$ cat config.mk
export PLATFORM = sky130hd
export DESIGN_NAME = g_sipo_rx
export DESIGN_NICKNAME = d
export VERILOG_FILES = /design/src/rtl/g_sipo_pkg.sv /design/src/rtl/g_sipo_outreg.sv /design/src/rtl/g_sipo_rx.sv
export SDC_FILE = /design/constraint.sdc
export NUM_CORES = 1
export LEC_CHECK = 0
export ABC_AREA = 1
export BUFFER_PORTS_ARGS = -buffer_cell sky130_fd_sc_hd__buf_2
export CORE_ASPECT_RATIO = 1.1
export CORE_MARGIN = 2
export CORE_UTILIZATION = 53
export CTS_BUF_LIST = sky130_fd_sc_hd__clkbuf_8 sky130_fd_sc_hd__clkbuf_16
export DETAILED_ROUTE_END_ITERATION = 7
export GPL_ROUTABILITY_DRIVEN = 0
export GPL_TIMING_DRIVEN = 0
export PLACE_DENSITY = 0.75
export SYNTH_ARGS = -nofsm -noshare
export SYNTH_HDL_FRONTEND = slang
export SYNTH_SLANG_ARGS = --single-unit
export TNS_END_PERCENT = 5
$ cat constraint.sdc
create_clock -name CLK -period 1.6 [get_ports CLK]
set_clock_uncertainty 0.1 [all_clocks]
set_input_delay 0 -clock CLK [delete_from_list [all_inputs] [get_ports CLK]]
set_output_delay 0 -clock CLK [all_outputs]
set_load 0.05 [all_outputs]
$ cat src/rtl/g_sipo_pkg.sv
// g_sipo_pkg: shared definitions for the g_sipo_rx serial receiver.
//   - state encoding for the shift FSM (ST_PAR is only reached when
//     G_SIPO_RX_PARITY_EN is defined)
//   - clog2 helper used to size the bit counter
//   - default word width
package g_sipo_pkg;

    localparam int DEFAULT_WIDTH = 8;

    localparam logic [1:0] ST_IDLE  = 2'd0;
    localparam logic [1:0] ST_SHIFT = 2'd1;
    localparam logic [1:0] ST_PAR   = 2'd2;

    function automatic int clog2(input int value);
        int r;
        r = 0;
        for (int v = value - 1; v > 0; v = v >> 1) begin
            r++;
        end
        return r;
    endfunction

endpackage

$ cat src/rtl/g_sipo_outreg.sv
// g_sipo_outreg: parallel output holding register with valid/ready flow
// control and a sticky overrun flag.
//   CLK        rising-edge clock
//   RSTN       synchronous active-low reset
//   word_done  a complete word is offered this cycle
//   word_data  the completed word
//   word_perr  parity error for the completed word
//   POR        consumer ready
//   CLR        clears OVR (a same-cycle overrun wins)
//   PO/POV     registered word and its valid flag
//   OVR        sticky overrun: a word completed while PO was still unread
//   PERR       parity error registered alongside PO
module g_sipo_outreg #(
    parameter int WIDTH = 8
) (
    input  logic             CLK,
    input  logic             RSTN,
    input  logic             word_done,
    input  logic [WIDTH-1:0] word_data,
    input  logic             word_perr,
    input  logic             POR,
    input  logic             CLR,
    output logic [WIDTH-1:0] PO,
    output logic             POV,
    output logic             OVR,
    output logic             PERR
);

    logic load_word;
    logic overrun;

    // A slot is free when nothing is pending or the pending word is taken
    // this very cycle, so a handshake and a completion can overlap.
    assign load_word = word_done && (!POV || POR);
    assign overrun   = word_done && POV && !POR;

    always_ff @(posedge CLK) begin
        if (!RSTN) begin
            PO   <= '0;
            POV  <= 1'b0;
            PERR <= 1'b0;
            OVR  <= 1'b0;
        end else begin
            if (load_word) begin
                PO   <= word_data;
                PERR <= word_perr;
                POV  <= 1'b1;
            end else if (POV && POR) begin
                POV  <= 1'b0;
            end

            if (overrun) begin
                OVR <= 1'b1;
            end else if (CLR) begin
                OVR <= 1'b0;
            end
        end
    end

endmodule

$ cat src/rtl/g_sipo_rx.sv
// g_sipo_rx: serial-to-parallel receiver. Collects one qualified bit per
// clock into WIDTH-bit words and hands them to g_sipo_outreg.
//   CLK   rising-edge clock
//   RSTN  synchronous active-low reset
//   SI    serial data, consumed only when SIV=1
//   SIV   SI qualifier
//   SOF   start of frame (only meaningful with SIV=1)
//   POR   consumer ready
//   CLR   clears OVR
//   PO    parallel word, POV its valid flag
//   OVR   sticky overrun flag
//   PERR  parity error for the word on PO (0 unless parity is enabled)
// Build option: define G_SIPO_RX_PARITY_EN to expect an even-parity bit
// after each word; the port list is the same either way.
//
// state    | meaning
// ---------+---------------------------------------------------------
// ST_IDLE  | waiting for SIV=1 with SOF=1
// ST_SHIFT | collecting data bits, cnt = bits received so far
// ST_PAR   | all data bits in, waiting for the parity bit
module g_sipo_rx
    import g_sipo_pkg::*;
#(
    parameter int WIDTH     = DEFAULT_WIDTH,
    parameter bit MSB_FIRST = 1'b1
) (
    input  logic             CLK,
    input  logic             RSTN,
    input  logic             SI,
    input  logic             SIV,
    input  logic             SOF,
    input  logic             POR,
    input  logic             CLR,
    output logic [WIDTH-1:0] PO,
    output logic             POV,
    output logic             OVR,
    output logic             PERR
);

    localparam int CW = clog2(WIDTH + 1);
    localparam logic [CW-1:0] CNT_LAST = CW'(WIDTH - 1);
    localparam logic [CW-1:0] CNT_ONE  = CW'(1);

    logic [1:0]       state, state_nxt;
    logic [CW-1:0]    cnt, cnt_nxt;
    logic [WIDTH-1:0] sreg, sreg_nxt;
    logic [WIDTH-1:0] shifted, fresh;
    logic             word_done;
    logic [WIDTH-1:0] word_data;
    logic             word_perr;

    // fresh starts a word from zero so an abandoned frame leaves no residue.
    assign shifted = MSB_FIRST ? {sreg[WIDTH-2:0], SI} : {SI, sreg[WIDTH-1:1]};
    assign fresh   = MSB_FIRST ? {{(WIDTH-1){1'b0}}, SI} : {SI, {(WIDTH-1){1'b0}}};

    always_ff @(posedge CLK) begin
        if (!RSTN) begin
            state <= ST_IDLE;
            cnt   <= '0;
            sreg  <= '0;
        end else begin
            state <= state_nxt;
            cnt   <= cnt_nxt;
            sreg  <= sreg_nxt;
        end
    end

    always_comb begin
        state_nxt = state;
        cnt_nxt   = cnt;
        sreg_nxt  = sreg;
        case (state)
            ST_IDLE: begin
                if (SIV && SOF) begin
                    sreg_nxt  = fresh;
                    cnt_nxt   = CNT_ONE;
                    state_nxt = ST_SHIFT;
                end
            end
            ST_SHIFT: begin
                if (SIV) begin
                    if (SOF) begin
                        sreg_nxt = fresh;
                        cnt_nxt  = CNT_ONE;
                    end else begin
                        sreg_nxt = shifted;
                        if (cnt == CNT_LAST) begin
                            cnt_nxt = '0;
`ifdef G_SIPO_RX_PARITY_EN
                            state_nxt = ST_PAR;
`else
                            state_nxt = ST_IDLE;
`endif
                        end else begin
                            cnt_nxt = cnt + CNT_ONE;
                        end
                    end
                end
            end
`ifdef G_SIPO_RX_PARITY_EN
            ST_PAR: begin
                // SOF is deliberately not honoured here: the bit is parity.
                if (SIV) begin
                    state_nxt = ST_IDLE;
                end
            end
`endif
            default: state_nxt = ST_IDLE;
        endcase
    end

    always_comb begin
        word_done = 1'b0;
        word_data = shifted;
        word_perr = 1'b0;
        case (state)
`ifdef G_SIPO_RX_PARITY_EN
            ST_PAR: begin
                word_done = SIV;
                word_data = sreg;
                word_perr = (^sreg) ^ SI;
            end
`else
            ST_SHIFT: begin
                word_done = SIV && !SOF && (cnt == CNT_LAST);
            end
`endif
            default: word_done = 1'b0;
        endcase
    end

    g_sipo_outreg #(
        .WIDTH (WIDTH)
    ) u_outreg (
        .CLK       (CLK),
        .RSTN      (RSTN),
        .word_done (word_done),
        .word_data (word_data),
        .word_perr (word_perr),
        .POR       (POR),
        .CLR       (CLR),
        .PO        (PO),
        .POV       (POV),
        .OVR       (OVR),
        .PERR      (PERR)
    );

endmodule

* Word-level counts from Yosys, hierarchy flattened
Index checks and enable logic that the tools add are counted.
** Operators by class
- Bitwise gates (word level) :: 0
- Multipliers :: 0
- Add/subtract/negate cells :: 1
- Div/mod/pow operators :: 0
- Magnitude comparators :: 0
- Mux-type cells :: 19
- Shifts and indexed selects :: 0
- Equality and inequality tests :: 6
- Reductions and logical operators :: 17
** Operators with widths (count)
- $mux W7 :: 3
- $mux W4 :: 4
- $pmux W7 S2 :: 1
- $mux W2 :: 4
- $ne A2 B2 Y1 const B :: 4
- $pmux W4 S2 :: 1
- $logic_and A1 B1 Y1 :: 7
- $reduce_bool A2 Y1 :: 3
- $mux W1 :: 5
- $add A4 B1 Y4 const B :: 1
- $eq A4 B3 Y1 const B :: 1
- $pmux W2 S2 :: 1
- $reduce_and A4 Y1 :: 1
- $logic_not A1 Y1 :: 3
- $reduce_and A3 Y1 :: 1
- $eq A2 B1 Y1 const B :: 1
- $logic_not A2 Y1 :: 1
- $logic_or A1 B1 Y1 :: 1
** Storage, ports and cells
- Word-level logic and storage cells :: 49
- Bits in writable memories :: 0
- Bits of input ports :: 7
- Memories :: 0
- Output and inout bits :: 11
- Bits in latches :: 0
- ROM bits :: 0
- Bits in registers :: 23

* Depth between registers and ports, before layout
Gate-level depths: netlist (run 1).
- Depth after elaboration :: 7
- Depth in mapped cells :: 7
- Depth with buffers taken out :: 7

* By module
A second synthesis (run 1) with hierarchy kept.
** Unflattened totals
- Cells, all modules :: 141
- Area, all modules :: 1062.3 µm²
** By module, submodules not included
- g_sipo_rx :: instances 1, cells each 72, area an instance 539.3 µm², seq. area each 240.2 µm²
- g_sipo_outreg :: instances 1, cells each 69, area an instance 523.0 µm², seq. area each 220.2 µm²

* Worst setup path before layout (run 1)
Ideal clock, no wire load.
- Path type :: register -> register
- Start point :: reg u_outreg.POV
- End point :: reg u_outreg.PO[0]
- Stages on the path, launching flop included :: 8
- Buffers on the path :: 0
- Arrival :: 1.162 ns
- Period minus slack after synthesis :: 1.372 ns
- Data required time :: 1.390 ns
- Setup time :: 0.110 ns
- Slack :: 0.228 ns
- Path through :: dfxtp_1 inv_1 nor2_1 inv_2 nand2_4 nand2_1 inv_1 nor2_1
** Between the ends
- Cells in the longest elaborated chain, start to end :: 3
** Ends and longest elaborated chain
- start: declaration :: RTL line g_sipo_outreg.sv:24 : output logic POV,
- start signal: assignment :: RTL line g_sipo_outreg.sv:40 : POV <= 1'b0;
- start signal: assignment :: RTL line g_sipo_outreg.sv:47 : POV <= 1'b1;
- start signal: assignment :: RTL line g_sipo_outreg.sv:49 : POV <= 1'b0;
- $logic_not A1 Y1 :: RTL line g_sipo_outreg.sv:34 : assign load_word = word_done && (!POV || POR);
- $logic_or A1 B1 Y1 :: RTL line g_sipo_outreg.sv:34
- $logic_and A1 B1 Y1 :: RTL line g_sipo_outreg.sv:34
- end signal: assignment :: RTL line g_sipo_outreg.sv:45 : PO <= word_data;
- end: declaration :: RTL line g_sipo_outreg.sv:23 : output logic [WIDTH-1:0] PO,
No other way between the ends.
A chain may end at the register's enable or synchronous reset.

* Worst setup path after layout (run 1)
- Start point :: reg cnt[0]
- End point :: reg u_outreg.PO[1]
** Between the ends
- Cells in the longest elaborated chain, start to end :: 4
** Ends and longest elaborated chain
- start: declaration :: RTL line g_sipo_rx.sv:45 : logic [CW-1:0] cnt, cnt_nxt;
- start signal: assignment :: RTL line g_sipo_rx.sv:63 : cnt <= cnt_nxt;
- $eq A4 B3 Y1 :: RTL line g_sipo_rx.sv:125 : word_done = SIV && !SOF && (cnt == CNT_LAST);
- $logic_and A1 B1 Y1 :: RTL line g_sipo_rx.sv:125
- $mux W1 :: RTL line g_sipo_rx.sv:116 : case (state)
- $logic_and A1 B1 Y1 :: RTL line g_sipo_outreg.sv:34
No other way between the ends.

==> out/qor.yml, run 1 <==
outcome: "completed"
io_buffer_count: 16
ys_seq_area_frac: 0.4400
grt_overflow_total: 0
cp-start-kind: "flop"
grt_first_pass_wirelength_um: 2987
whs_ns: 0.3642
numCtsBuffers: 3
core-area_um2: 1782
grt.total_usage: 0.1775
io_pins: 18
postSynthCellCount: 146
start_util: 0.5618
p_leak_nw: 0.5714
r2r_slack_ns: 0.15
synth-adder-area-share: 0.01250
synth_top_area_share: 0.4400
path_clk_slew_ns: 0.08
layout-drive-gt1-share: 0.1628
via_per_inst: 4.679
std_cell_rows: 16
synth_compound_area_frac: 0.08625
rsz0062_at_grt: "false"
synth_nets: 154
yosysWarningCount: 0
rr_startpoint: "cnt[0]"
n_fill_cell: 161
wl_per_cell_um: 9.158
final_cells: 190
yosysTopAreaCell: "dfxtp_1"
hold_violations: 0
yosysUniqueCellTypes: 20
synth_area_leaders: "dfxtp_1, nand2_1, inv_1"
wl_met2_um: 833
dpl.hpwl_um: 1212
cts.sinks: 22
hp-class: "reg -> reg"
drc: 0
crit_fanout: 10
cts_tree: "done"
num-nets-final: 181
drv_slew: 0
crit_path_start: "cnt[0]"
route.met3.wl_um: 49
muxShareOfSynthArea: 0
top_layer: "met4"
grt_max_degree: 13
die_h_um: 49.58
first_pass_iters: 4
power_mw: 1.012
maxCapViolCount: 0
synth_area_um2: 1001
cp.arrival_ns: 1.55
root_buffer: "clkbuf_8"
timing.setup.tns_ns: 0
regToRegEndpoint: "u_outreg.PO[1]"
clk-insertion-delay-late_ns: 0.25
rr_worst_depth: 7
synthXorXnorAreaFrac: 0
max_freq_ghz: 0.6887
syn_to_final_growth_pct: 21.75
post-route-min-period_ns: 1.452
worstSetupPathType: "reg -> reg"
drt-met1-wl_um: 843
ctsResizeCount: 0
fp.dieArea_um2: 2253
vdd_drop_max_v: 0.0005919
post-cts-setup-buffers: 0
dp_cells: 180
drtAntennaViolNets: 0
antenna_found_initial: 0
grt_pass1_vias: 760
synth_top_family_by_area: "simple AND/OR/NAND/NOR gates"
routed_wl_um: 1740
clk_path_buf_depth: 2
cp-end-kind: "flop"
cts_hold_buffers: 6
crit_required_ns: 1.70
drt_iter0_markers: 13
fp.dieW_um: 45.44
crit_end: "u_outreg.PO[1]"
avgSynthCellArea_um2: 6.856
setup_viol: 0
num_antenna_cells: 0
timing.final.crit_share: 0.9076
ys_seq_elements: 22
cts_max_level: 1
via_count: 889
synthSimpleGateAreaFrac: 0.3213
p_per_area_nw_per_um2: 830.6
-- per-layer routing --
metal  GRT usage  vias to the layer above
li1            -                      490
met2      0.2958                       14
met4     0.06373                        0
met3     0.03297                        2
met1      0.2197                      383
met5           0                        -
-- cells in the mapped netlist --
master	n
nand3_4	1
nand3_2	1
dfxtp_1	22
o21ai_1	1
nor2_8	1
nor2_1	12
nand2_4	1
nand2_1	43
inv_1	29
nand4_1	1
nand3_1	10
a31oi_1	1
conb_1	1
a21oi_1	13
o21ai_0	2
clkbuf_1	2
inv_2	2
ha_1	1
buf_4	1
buf_2	1
-- how the worst min path moves through the flow --
stage                      start      endpoint  slack (ns)  cells after the start
global placement             CLR  u_outreg.OVR        0.16                      4
detailed placement           CLR  u_outreg.OVR        0.17                      4
global route        u_outreg.OVR  u_outreg.OVR        0.39                      2
CTS                 u_outreg.OVR  u_outreg.OVR        0.37                      2
floorplan                   RSTN        cnt[1]        0.05                      2
finish              u_outreg.OVR  u_outreg.OVR        0.36                      2
-- layout by cell type, fill, tap and decap left out --
| cell type | netlist | routed |
|---|---|---|
| clkbuf_1 | 2 | 2 |
| nand3_1 | 10 | 10 |
| nand2_4 | 1 | 1 |
| nor2_8 | 1 | 1 |
| o21ai_1 | 1 | 1 |
| dlygate4sd3_1 | 0 | 6 |
| nand2_1 | 43 | 43 |
| buf_2 | 1 | 17 |
| nand3_2 | 1 | 1 |
| a21oi_1 | 13 | 13 |
| o21ai_0 | 2 | 2 |
| dfxtp_1 | 22 | 22 |
| buf_4 | 1 | 1 |
| nand3_4 | 1 | 1 |
| nand4_1 | 1 | 1 |
| inv_2 | 2 | 2 |
| inv_1 | 29 | 29 |
| a31oi_1 | 1 | 1 |
| clkbuf_8 | 0 | 4 |
| conb_1 | 1 | 1 |
| ha_1 | 1 | 1 |
| nor2_1 | 12 | 12 |
-- cell families after synthesis --
kind of cell / count (synthesis)
and+or+nand+nor: 70
buffers and inverters: 35
DFF: 22
AOI/OAI and AO/OA: 17
adders and majority gates: 1
other: 1
-- critical path, stage by stage, from the launching register on --
cell and delay, ns:
dfxtp_1 0.39, ha_1 0.25, nand3_4 0.12, nor2_8 0.20, nand2_4 0.12, nand2_1 0.08, inv_1 0.04, nor2_1 0.09
-- sequential cells by signal (all words and copies together) (netlist names) --
| name | flops |
|---|---|
| cnt | 4 |
| sreg | 7 |
| state | 1 |
| u_outreg.OVR | 1 |
| u_outreg.PO | 8 |
| u_outreg.POV | 1 |
-- area by class of cell --
type                    instances  area, µm²  share of cell area
clock buffers                   4      55.05             0.04517
plain buffers                   4      20.02             0.01643
multi-input cells              89      424.2              0.3480
well taps                      18      22.52             0.01848
repair buffers                 22      140.1              0.1150
inverters                      31      116.4             0.09548
flip-flops and latches         22      440.4              0.3614
-- per-stage QoR --
| stage | setup WS, ns | area [µm²] | util |
|---|---|---|---|
| after floorplan | 0.2285 | 1001 | - |
| after global placement | 0.1834 | 1104 | 0.6194 |
| after detailed placement | 0.1541 | 1104 | 0.6194 |
| after CTS | 0.1317 | 1219 | 0.6840 |
| after global routing | 0.02461 | 1219 | 0.6840 |
| final | 0.1479 | 1219 | 0.6840 |
-- where the power goes --
| group | internal [mW] | switching [mW] | total [mW] |
|---|---|---|---|
| Sequential | 0.553 | 0.00551 | 0.559 |
| Clock | 0.219 | 0.167 | 0.385 |
| Combinational | 0.0288 | 0.0392 | 0.0680 |
Note: power is estimated with default switching activity, not from simulation.
==> run 2, diff against run 1 <==
--- a/config.mk
+++ b/config.mk
@@ -7,14 +7,14 @@
 export LEC_CHECK = 0
 export ABC_AREA = 1
 export BUFFER_PORTS_ARGS = -buffer_cell sky130_fd_sc_hd__buf_2
-export CORE_ASPECT_RATIO = 1.1
+export CORE_ASPECT_RATIO = 1.2
 export CORE_MARGIN = 2
 export CORE_UTILIZATION = 53
 export CTS_BUF_LIST = sky130_fd_sc_hd__clkbuf_8 sky130_fd_sc_hd__clkbuf_16
 export DETAILED_ROUTE_END_ITERATION = 7
 export GPL_ROUTABILITY_DRIVEN = 0
 export GPL_TIMING_DRIVEN = 0
-export PLACE_DENSITY = 0.75
+export PLACE_DENSITY = 0.73
 export SYNTH_ARGS = -nofsm -noshare
 export SYNTH_HDL_FRONTEND = slang
 export SYNTH_SLANG_ARGS = --single-unit
==> run 2 against run 1 <==
Compared with the run above:
- setup slack better by 0.013 ns
- sequential share of layout area down 0.11 points
- cell count increased by 0.53%
- sequential power hardly changed
- register-to-register slack about the same
- cell area increased by 0.31%
- first-iteration DRC count up 15%
- combinational power decreased by 0.9%
- maximum frequency is 0.89% higher
- count of clock-buffer cells in the layout is the same
- critical path depth stayed put
- via count is 0.22% lower
- critical path type unchanged
- critical endpoint is now u_outreg.PO[5]
- largest power group unchanged
- highest routed layer unchanged
==> out/qor.yml, run 2 (synthesized netlist as in run 1, its figures left out) <==
outcome: "completed"
grtUsageMet1: 0.1978  # -0.02185
setup_viol: 0  # unchanged
max_freq_ghz: 0.6948  # +0.89%
use_met2: 0.3554  # +0.05962
cts.sinks: 22  # unchanged
fp.dieArea_um2: 2254  # about the same
worstSetupPathType: "reg -> reg"
timing.setup.tns_ns: 0  # unchanged
start_util: 0.5536  # -0.008164
maxCapViolCount: 0  # unchanged
final_cell_mix: "nand2_1, inv_1, dfxtp_1"
clk-insertion-delay-late_ns: 0.25  # about the same
die_h_um: 51.61  # +4.1%
hold_violations: 0  # unchanged
cp.arrival_ns: 1.53  # -0.02 ns
busiest_layer: "met2"
crit_required_ns: 1.69  # about the same
io_pins: 18  # unchanged
core-area_um2: 1808  # +1.5%
io_buffer_count: 16  # unchanged
seq_power_share: 0.551  # about the same
post-route-min-period_ns: 1.439  # -0.01281 ns
cts_tree: "done"
sw_frac_of_total: 0.2109  # +0.002136
grt.total_usage: 0.1850  # +0.007571
p_per_area_nw_per_um2: 830.1  # about the same
met3_usage: 0.02083  # -0.01213
rr_worst_depth: 7  # unchanged
cts_max_level: 1  # unchanged
largest_reg_flops: 8  # unchanged
syn_to_final_growth_pct: 22.12
dpl_cell_area_um2: 1105  # +0.11%
drv_slew: 0  # unchanged
antenna_found_initial: 0  # unchanged
path_clk_slew_ns: 0.08  # about the same
dpl.hpwl_um: 1299  # +7.2%
timing.final.crit_share: 0.8996  # -0.008008
vdd_drop_max_v: 0.0005867  # -0.87%
power_frac_comb: 0.066  # about the same
layout_commonest_cell: "nand2_1"
routed_wl_um: 1828  # +5.1%
grt_overflow_total: 0  # unchanged
root_buffer: "clkbuf_8"
p_leak_nw: 0.5687  # -0.47%
whs_ns: 0.3609  # -0.003280 ns
final_area_um2: 1222  # +0.31%
p_switching_mw: 0.2140  # +1.3%
hp-class: "reg -> reg"
via_per_inst: 4.644  # -0.75%
pwr-share-clk: 0.382  # about the same
grt_pass1_vias: 794  # +4.5%
whs_path_depth: 2  # unchanged
post-cts-setup-buffers: 0  # unchanged
numCtsBuffers: 3  # unchanged
layout-drive-gt1-share: 0.1686  # +0.005814
fp.dieW_um: 43.67  # -3.9%
wl_per_cell_um: 9.571  # +4.5%
via_count: 887  # -0.22%
cp-end-kind: "flop"
drt_iter0_markers: 15  # +2
clk_path_buf_depth: 2  # unchanged
cp-start-kind: "flop"
reg_top3: "u_outreg.PO x8, sreg x7, cnt x4"
crit_fanout: 10  # unchanged
rsz0062_at_grt: "false"
std_cell_rows: 17  # +1
num-nets-final: 181  # unchanged
num_antenna_cells: 0  # unchanged
p_int_mw: 0.8007  # about the same
grt_first_pass_wirelength_um: 3180  # +6.5%
first_pass_iters: 4  # unchanged
drc: 0  # unchanged
drtAntennaViolNets: 0  # unchanged
grt_max_degree: 13  # unchanged
regMostFlops: "u_outreg.PO"
==> run 2: cell types whose count changed in the layout (fill, tap and decap cells not counted) <==
cell  change
ha_2      +1
ha_1      -1
==> run 2: what timing repair did <==
item | CTS | global route
setup endpoints to repair | 0 | 1
endpoints found under the hold margin | 6 | 0
hold buffers | 6 | 0
gates resized for setup | 0 | 1
==> run 2: path summary, 6_finish.rpt <==
kind	startpoint	end	slack, ns
worst max-delay path	cnt[0]	u_outreg.PO[5]	0.16
worst min-delay path	u_outreg.OVR	u_outreg.OVR	0.36
worst max register to register	cnt[0]	u_outreg.PO[5]	0.16
worst min register to register	u_outreg.OVR	u_outreg.OVR	0.36
==> run 2: metal layers <==
layer / vias up / wire length [µm]
met3: 2 / 36
met5: - / 0
met1: 389 / 800
li1: 487 / -
met2: 9 / 974
met4: 0 / 16
==> run 2: critical path, stage by stage, from the launching register on <==
cell and delay [ns]:
dfxtp_1 0.41, ha_2 0.25, nand3_4 0.11, nor2_8 0.20, nand2_4 0.11, nand2_1 0.07, inv_1 0.03, nor2_1 0.09
==> run 2: per-stage QoR <==
stage | worst slack (ns) | power (mW) | cells | utilization
after floorplan | 0.2285 | 0.6095 | 146 | -
after global placement | 0.1737 | 0.6268 | 181 | 0.6111
after detailed placement | 0.1432 | 0.6285 | 181 | 0.6111
after CTS | 0.1203 | 1.024 | 191 | 0.6747
after global routing | 0.02639 | 1.054 | 191 | 0.6761
final | 0.1607 | 1.015 | 191 | 0.6761
==> run 2: layout make-up <==
type | count | area, µm²
buffer | 4 | 20.02
clock buffer | 4 | 55.05
fill | 170 | 585.6
inverter | 31 | 116.4
multi-input combinational | 89 | 426.7
sequential | 22 | 440.4
tap | 19 | 23.77
timing repair buffer | 22 | 140.1
==> run 2: power groups by stage <==
stage	combinational, mW	clock [mW]	sequential [mW]
global placement	0.0549	0	0.572
global route	0.0765	0.417	0.561
finish	0.0674	0.388	0.559
floorplan	0.0385	0	0.571
detailed placement	0.0562	0	0.572
CTS	0.0674	0.397	0.559
